File: config.mk
export PLATFORM = sky130hd
export DESIGN_NAME = alu_arbiter
export DESIGN_NICKNAME = d
export VERILOG_FILES = /design/src/rtl/alu_arbiter_pkg.sv /design/src/rtl/alu.sv /design/src/rtl/alu_arbiter.sv
export SDC_FILE = /design/constraint.sdc
export NUM_CORES = 1
export LEC_CHECK = 0
export CORE_ASPECT_RATIO = 0.75
export CORE_MARGIN = 3
export CORE_UTILIZATION = 47
export CTS_CLUSTER_DIAMETER = 100
export DETAILED_ROUTE_END_ITERATION = 7
export PLACE_DENSITY_LB_ADDON = 0.05
export SYNTH_ARGS = -nofsm -noshare
export SYNTH_HDL_FRONTEND = slang
export SYNTH_SLANG_ARGS = --single-unit
File: constraint.sdc
create_clock -name i_clk -period 7.9 [get_ports i_clk]
set_input_delay 1.58 -clock i_clk [delete_from_list [all_inputs] [get_ports i_clk]]
set_output_delay 1.58 -clock i_clk [all_outputs]
set_load 0.01 [all_outputs]
File: src/rtl/alu_arbiter_pkg.sv
// rtl/alu_arbiter_pkg.sv - shared ALU op codes, arbiter state type and op decode helper
package alu_arbiter_pkg;

  localparam int unsigned XLEN = 32;

  // Function field (op[2:0]); op[3] selects SUB for ADD and SRA for SRL
  localparam logic [2:0] FN_ADD  = 3'b000;
  localparam logic [2:0] FN_SLL  = 3'b001;
  localparam logic [2:0] FN_SLT  = 3'b010;
  localparam logic [2:0] FN_SLTU = 3'b011;
  localparam logic [2:0] FN_XOR  = 3'b100;
  localparam logic [2:0] FN_SRL  = 3'b101;
  localparam logic [2:0] FN_OR   = 3'b110;
  localparam logic [2:0] FN_AND  = 3'b111;

  typedef enum logic {
    ST_IDLE = 1'b0,
    ST_HOLD = 1'b1
  } arb_state_t;

  function automatic logic [2:0] op_fn(input logic [3:0] op);
    return op[2:0];
  endfunction

  function automatic logic op_alt(input logic [3:0] op);
    return op[3];
  endfunction

endpackage

File: src/rtl/alu.sv
// rtl/alu.sv - 32-bit combinational ALU
module alu
  import alu_arbiter_pkg::*;
(
  input  logic [3:0]      i_op,
  input  logic [XLEN-1:0] i_a,
  input  logic [XLEN-1:0] i_b,
  output logic [XLEN-1:0] o_result
);

  logic [4:0]      w_shamt;
  logic [XLEN-1:0] w_b_neg;

  assign w_shamt = i_b[4:0];
  assign w_b_neg = ~i_b + {{(XLEN-1){1'b0}}, 1'b1};

  // Decode the function field and compute the result
  always_comb begin
    o_result = '0;
    case (op_fn(i_op))
      FN_ADD:  o_result = op_alt(i_op) ? (i_a + w_b_neg) : (i_a + i_b);
      FN_SLL:  o_result = i_a << w_shamt;
      FN_SLT:  o_result = {{(XLEN-1){1'b0}}, ($signed(i_a) < $signed(i_b))};
      FN_SLTU: o_result = {{(XLEN-1){1'b0}}, (i_a < i_b)};
      FN_XOR:  o_result = i_a ^ i_b;
      FN_SRL:  o_result = op_alt(i_op) ? $unsigned($signed(i_a) >>> w_shamt) : (i_a >> w_shamt);
      FN_OR:   o_result = i_a | i_b;
      FN_AND:  o_result = i_a & i_b;
      default: o_result = '0;
    endcase
  end

endmodule

File: src/rtl/alu_arbiter.sv
// rtl/alu_arbiter.sv - two-requester round-robin front end sharing one ALU
module alu_arbiter
  import alu_arbiter_pkg::*;
#(
  parameter logic DEFAULT_PRIO = 1'b0
) (
  input  logic            i_clk,
  input  logic            i_rst_n,
  input  logic            i_req0_valid,
  output logic            o_req0_ready,
  input  logic [3:0]      i_req0_op,
  input  logic [XLEN-1:0] i_req0_a,
  input  logic [XLEN-1:0] i_req0_b,
  input  logic            i_req1_valid,
  output logic            o_req1_ready,
  input  logic [3:0]      i_req1_op,
  input  logic [XLEN-1:0] i_req1_a,
  input  logic [XLEN-1:0] i_req1_b,
  output logic            o_rsp0_valid,
  input  logic            i_rsp0_ready,
  output logic            o_rsp1_valid,
  input  logic            i_rsp1_ready,
  output logic [XLEN-1:0] o_rsp_data,
  output logic            o_busy
);

  arb_state_t      r_state;
  logic            r_owner;
  logic            r_last;
  logic [XLEN-1:0] r_data;

  logic            w_drain;
  logic            w_issue_ok;
  logic            w_grant0;
  logic            w_grant1;
  logic            w_accept;
  logic [3:0]      w_op;
  logic [XLEN-1:0] w_a;
  logic [XLEN-1:0] w_b;
  logic [XLEN-1:0] w_result;

  // The owner consuming its result frees the ALU in the same cycle; the
  // reset term keeps both readies low while the block is held in reset.
  assign w_drain    = (r_state == ST_HOLD) && (r_owner ? i_rsp1_ready : i_rsp0_ready);
  assign w_issue_ok = i_rst_n && ((r_state == ST_IDLE) || w_drain);

  // On contention the requester not granted last time wins
  assign w_grant0 = w_issue_ok && i_req0_valid && (!i_req1_valid || r_last);
  assign w_grant1 = w_issue_ok && i_req1_valid && (!i_req0_valid || !r_last);
  assign w_accept = w_grant0 || w_grant1;

  assign o_req0_ready = w_grant0;
  assign o_req1_ready = w_grant1;

  assign w_op = w_grant1 ? i_req1_op : i_req0_op;
  assign w_a  = w_grant1 ? i_req1_a  : i_req0_a;
  assign w_b  = w_grant1 ? i_req1_b  : i_req0_b;

  alu u_alu (
    .i_op     (w_op),
    .i_a      (w_a),
    .i_b      (w_b),
    .o_result (w_result)
  );

  // Issue/hold/drain state machine with the shared result register
  always_ff @(posedge i_clk or negedge i_rst_n) begin
    if (!i_rst_n) begin
      r_state <= ST_IDLE;
      r_owner <= 1'b0;
      r_last  <= ~DEFAULT_PRIO;
      r_data  <= '0;
    end else if (w_accept) begin
      r_state <= ST_HOLD;
      r_owner <= w_grant1;
      r_last  <= w_grant1;
      r_data  <= w_result;
    end else if (w_drain) begin
      r_state <= ST_IDLE;
    end
  end

  assign o_busy       = (r_state == ST_HOLD);
  assign o_rsp0_valid = (r_state == ST_HOLD) && !r_owner;
  assign o_rsp1_valid = (r_state == ST_HOLD) &&  r_owner;
  assign o_rsp_data   = r_data;

endmodule
=== Word-level counts from Yosys, hierarchy flattened ===
Cells that the tools add are included.

* Logic and storage cells: 51
* Bits in latches: 0
* ROM bits: 0
* Memories: 0
* Register bits after elaboration: 35
* Bits in writable memories: 0
* Input bits: 142

* Multiply operators: 0
* Magnitude comparators: 2
* Eq/ne operators: 7
* Mux-type cells: 9
* Divide/modulo/power cells: 0
* Shifts and indexed selects: 3
* Reductions and logical operators: 18
* Bitwise operators: 5
* $add $sub $neg: 3

{| class="wikitable"
|+ Operators by type and width
! operator !! count
|-
| $pmux 32 s8 || 1
|-
| $mux 32 || 4
|-
| $add 32x32->32 || 2
|-
| $lt 32x32->1 || 2
|-
| $add 32x1->32 const B || 1
|-
| $and 32x32->32 || 1
|-
| $not 32->32 || 1
|-
| $or 32x32->32 || 1
|-
| $shl 32x5->32 || 1
|-
| $shr 32x5->32 || 1
|-
| $sshr 32x5->32 || 1
|-
| $xor 32x32->32 || 1
|-
| $eq 3x3->1 const B || 4
|-
| $logic_and 1x1->1 || 8
|-
| $eq 3x2->1 const B || 2
|-
| $logic_not 1->1 || 4
|-
| $logic_or 1x1->1 || 4
|-
| $mux 4 || 1
|-
| $eq 3x1->1 const B || 1
|-
| $logic_not 3->1 || 1
|-
| $mux 1 || 3
|-
| $reduce_bool 2->1 || 1
|-
| $not 1->1 || 1
|}

=== Logic depth before layout (Yosys ltp) ===
* Depth after elaboration: 12
* Depth in mapped cells: 21
* Gate-level depth less buffers: 17

=== Cells and area by module ===
From an unflattened synthesis, not the netlist that was laid out.

* Cell total of the unflattened synthesis: 1450
* Area, all modules: 10821.6 um2

{| class="wikitable"
|+ Modules (own cells, without submodules)
! module !! times used !! cells an instance !! seq. area each (um2) !! area each (um2)
|-
| alu || 1 || 1287 || 0.0 || 8593.2
|-
| alu_arbiter || 1 || 163 || 877.1 || 2228.4
|}

=== Worst setup path before layout ===
Ideal clock, no wire load.

* Kind: input to register
* From: in i_rsp1_ready
* To: reg r_data[27] (netlist: o_rsp_data[27])
* Library setup time: 0.126 ns
* Stages: 18
* Slack: 1.959 ns
* Data arrival time: 5.815 ns
* Buffers on the path: 6
* Cell sequence: mux2i_1 > a211o_2 > buf_2 > buf_2 > buf_2 > buf_2 > buf_2 > mux2i_1 > ha_1 > clkbuf_1 > or3_1 > a211oi_2 > a211oi_2 > o211ai_1 > nand2_1 > o2bb2a_1 > mux2_2 > a221o_1

* Word-level cells in the longest chain between the ends: 12

{| class="wikitable"
|+ RTL lines
! item !! RTL line !! text
|-
| from (decl) || alu_arbiter.sv:22 || <nowiki>input logic i_rsp1_ready,</nowiki>
|-
| $mux 1 (*) || alu_arbiter.sv:44 || <nowiki>assign w_drain = (r_state == ST_HOLD) && (r_owner ? i_rsp1_ready : i_rsp0_ready);</nowiki>
|-
| $logic_and 1x1->1 (*) || alu_arbiter.sv:44 ||
|-
| $logic_or 1x1->1 (*) || alu_arbiter.sv:45 || <nowiki>assign w_issue_ok = i_rst_n && ((r_state == ST_IDLE) || w_drain);</nowiki>
|-
| $logic_and 1x1->1 (*) || alu_arbiter.sv:45 ||
|-
| $logic_and 1x1->1 (2 in a row) || alu_arbiter.sv:49 || <nowiki>assign w_grant1 = w_issue_ok && i_req1_valid && (!i_req0_valid || !r_last);</nowiki>
|-
| $mux 32 || alu_arbiter.sv:57 || <nowiki>assign w_b = w_grant1 ? i_req1_b : i_req0_b;</nowiki>
|-
| $not 32->32 || alu.sv:15 || <nowiki>assign w_b_neg = ~i_b + {{(XLEN-1){1'b0}}, 1'b1};</nowiki>
|-
| $add 32x1->32 || alu.sv:15 ||
|-
| $add 32x32->32 || alu.sv:21 || <nowiki>FN_ADD: o_result = op_alt(i_op) ? (i_a + w_b_neg) : (i_a + i_b);</nowiki>
|-
| $mux 32 || alu.sv:21 ||
|-
| $pmux 32 s8 || alu.sv:20 || <nowiki>case (op_fn(i_op))</nowiki>
|-
| to (signal assigned) || alu_arbiter.sv:77 || <nowiki>r_data <= w_result;</nowiki>
|-
| to (decl) || alu_arbiter.sv:30 || <nowiki>logic [XLEN-1:0] r_data;</nowiki>
|}

Every way passes the cells marked *; elsewhere a longest branch is shown, timed or not.
A chain may end at the register's enable or synchronous reset.

=== Final worst setup path ===
* From: in i_req1_valid
* To: reg r_data[26] (netlist: o_rsp_data[26])

* Word-level cells in the longest chain between the ends: 8

{| class="wikitable"
|+ RTL lines
! item !! RTL line !! text
|-
| from (decl) || alu_arbiter.sv:14 || <nowiki>input logic i_req1_valid,</nowiki>
|-
| $logic_and 1x1->1 (2 in a row) || alu_arbiter.sv:49 ||
|-
| $mux 32 || alu_arbiter.sv:57 ||
|-
| $not 32->32 || alu.sv:15 ||
|-
| $add 32x1->32 || alu.sv:15 ||
|-
| $add 32x32->32 || alu.sv:21 ||
|-
| $mux 32 || alu.sv:21 ||
|-
| $pmux 32 s8 || alu.sv:20 ||
|}

Parallel ways exist; a longest one is shown, timed or not.

==> metrics <==
outcome=completed; post-route insts no fill=2254; drt drc=0; Min Hold Slack=0.498 ns; port bufs=178; pin count of the biggest net entering global routing=99; Rows=51; Warnings, synthesis=0; vias in the first global route=14400; clk_skew=0.00672 ns; initial antenna violation count=2; relative slew slack=32.6%; RSZ-0062 raised after global routing=false; setup TNS=0 ns; MaxCap Viol Count=0; Worst Setup End Kind=register; cell family with the largest share of critical-path delay=simple AND/OR/NAND/NOR gates; WP buf/inv=5; CTS tree=done; Initial Util=48.7%; Initial DRT Pass Iterations=6; Placed Cells=2245; GR Overflow Total=0; Clock Latency Late Sink=0.30 ns; # setup viols final=0; syn avg cell area=7.03 um^2; Worst-path clk slew=0.07 ns; CP dominant cell by count=inv_1; Design Power=2460 uW; shortest clock period the worst path allows after layout=6.58 ns; worst hold path class=register to register; CP max stage delay=0.64 ns; FF+latch count, synth=35; chip width=197 um; first-pass GRT wire length=90.6 mm; Max rail drop VDD=0.0838 mV; CTS Hold Bufs=0; Syn Inst Count=1832; # IOs=179; critical path's slowest cell=nor3_1; die area=29500 um^2; Crit Path Class=primary input to register; Detailed Route WL=60.7 mm; FFs w/ async S/R, synth=100%; Power Density=165 nW/um^2; crit path cell chain=clkdlybuf4s50_1 > nand2_1 > a211o_4 > clkinv_2 > buf_12 > mux2i_1 > inv_1 > ha_1 > inv_1 > a2111oi_0 > a211oi_1 > nor3_1 > nor2_1 > o211ai_1 > o31ai_1 > or3_1 > nand3_1; clk sinks=35; max-slew violations=0; largest area contributor in the netlist=mux2i_1; Mapped Area=12900 um^2; root buffer cell=clkbuf_16; TritonCTS buffer count=5; sequential element share of the synthesized area=6.81%; Post-synth EDFFs=0; area grow syn2layout=15.6%; antenna-violating nets left=0; Hold Vio Cnt, Final=0; Synth area leaders=mux2i_1, ha_1, nand2_1; Leak Pwr=0.00643 uW; H-tree depth=2; Detailed Place HPWL=46.7 mm; Cell variety after synth=87; Synth top area share=14.3%; GP Congestion=1.05; critical path required time=8.13 ns; WL/cell=26.9 um; commonest non-fill, non-tap cells in the layout=nand2_1, mux2i_1, clkdlybuf4s50_1, a21oi_1, nor2_1; syn_nets=2073; startpoint types=primary input; Setup Fix Bufs, Post-CTS=0; Final Core Density=56.2%; Post-CTS Resized=0; die height=149 um; fin nets=2149; period utilization=83.3%; Tot GR Track Use=39.7%; layout cells sized above 1=8.49%; Vias/cell=6.87; CTS Buffer Depth=2; slew at the pin closest to its max-slew limit=1.01 ns; commonest non-fill, non-tap cell in the layout=nand2_1; vias=15500; crit-path max FO=58; ys flop type=dfrtp_1; WP data arrival=6.82 ns; core area=26500 um^2; initial drt markers=2037; fmax=152 MHz
[cells in the mapped netlist, types with 8 or more instances]
cell,count
dfrtp_1,34
a21oi_1,148
nor2_1,142
o22ai_1,11
mux4_2,22
o211ai_1,40
nor2b_1,29
ha_1,97
inv_1,100
mux2i_1,184
clkbuf_1,64
or2_2,10
o21bai_1,9
o2111ai_1,9
nand3_1,41
nand2_1,255
xnor2_1,17
o21a_1,9
or3_1,11
a211o_1,9
a31oi_1,25
buf_1,14
o221ai_1,15
a41oi_1,8
mux2_2,55
a21o_1,15
a221oi_1,18
o31ai_1,16
nor3_1,35
nand2b_1,8
buf_2,54
o21ai_0,113
nor4_1,9
a211oi_1,52
[cell families after synthesis]
family	Yosys count	share of synthesized area (%)
AO/OA/AOI/OAI	583	30.2
XOR/XNOR	23	1.56
adder cells (fa/ha/maj)	99	9.73
buffers and inverters	246	8.07
flip-flops	35	6.81
multiplexers	268	23.8
AND/OR/NAND/NOR	578	19.8
[report_power, final]
group | switching (uW) | internal, uW | total, uW | leakage, uW
Sequential | 64.9 | 247 | 312 | 0.000404
Clock | 97.9 | 117 | 215 | 0.0000658
Combinational | 1190 | 739 | 1930 | 0.00596
Total | 1350 | 1100 | 2460 | 0.00643
[metal layers]
metal	wire [um]	track usage, %
met3	7830	10.2
met5	9	0
met1	25700	56.9
met4	2480	13.7
met2	24600	57.6
[metrics by stage]
| stage | setup slack (ns) | instance area [um^2] |
|---|---|---|
| floorplan | 1.96 | 12900 |
| global placement | 0.894 | 14700 |
| detailed placement | 1.18 | 14700 |
| CTS | 1.47 | 14900 |
| global route | 1.06 | 14900 |
| finish | 1.32 | 14900 |
[final timing paths]
kind                           startpoint             end  slack, ns  depth (start not counted)
hold / removal             o_rsp_data[12]  o_rsp_data[12]       0.50                          1
setup / recovery             i_req1_valid  o_rsp_data[26]       1.32                         17
hold reg to reg            o_rsp_data[12]  o_rsp_data[12]       0.50                          1
setup reg to reg                  r_owner  o_rsp_data[29]       2.65                         15
max in group asynchronous         i_rst_n   o_rsp_data[8]       6.11                          2
min in group asynchronous         i_rst_n         r_owner       1.38                          2
[flip-flops by register name (all words and copies together) (netlist names)]
register,cells
o_busy,1
r_last,1
o_rsp_data,32
r_owner,1
[final cells by class]
class                   instances  area [um^2]
fillers                      2604        11600
multi-input cells            1551        11000
repair buffers                210         2040
flip-flops and latches         35          877
well taps                     344          430
inverters                     105          395
clock buffers                   5          125
clock inverters                 3         20.0
diodes                          1         2.50
Note: power is estimated with default switching activity, not from simulation.
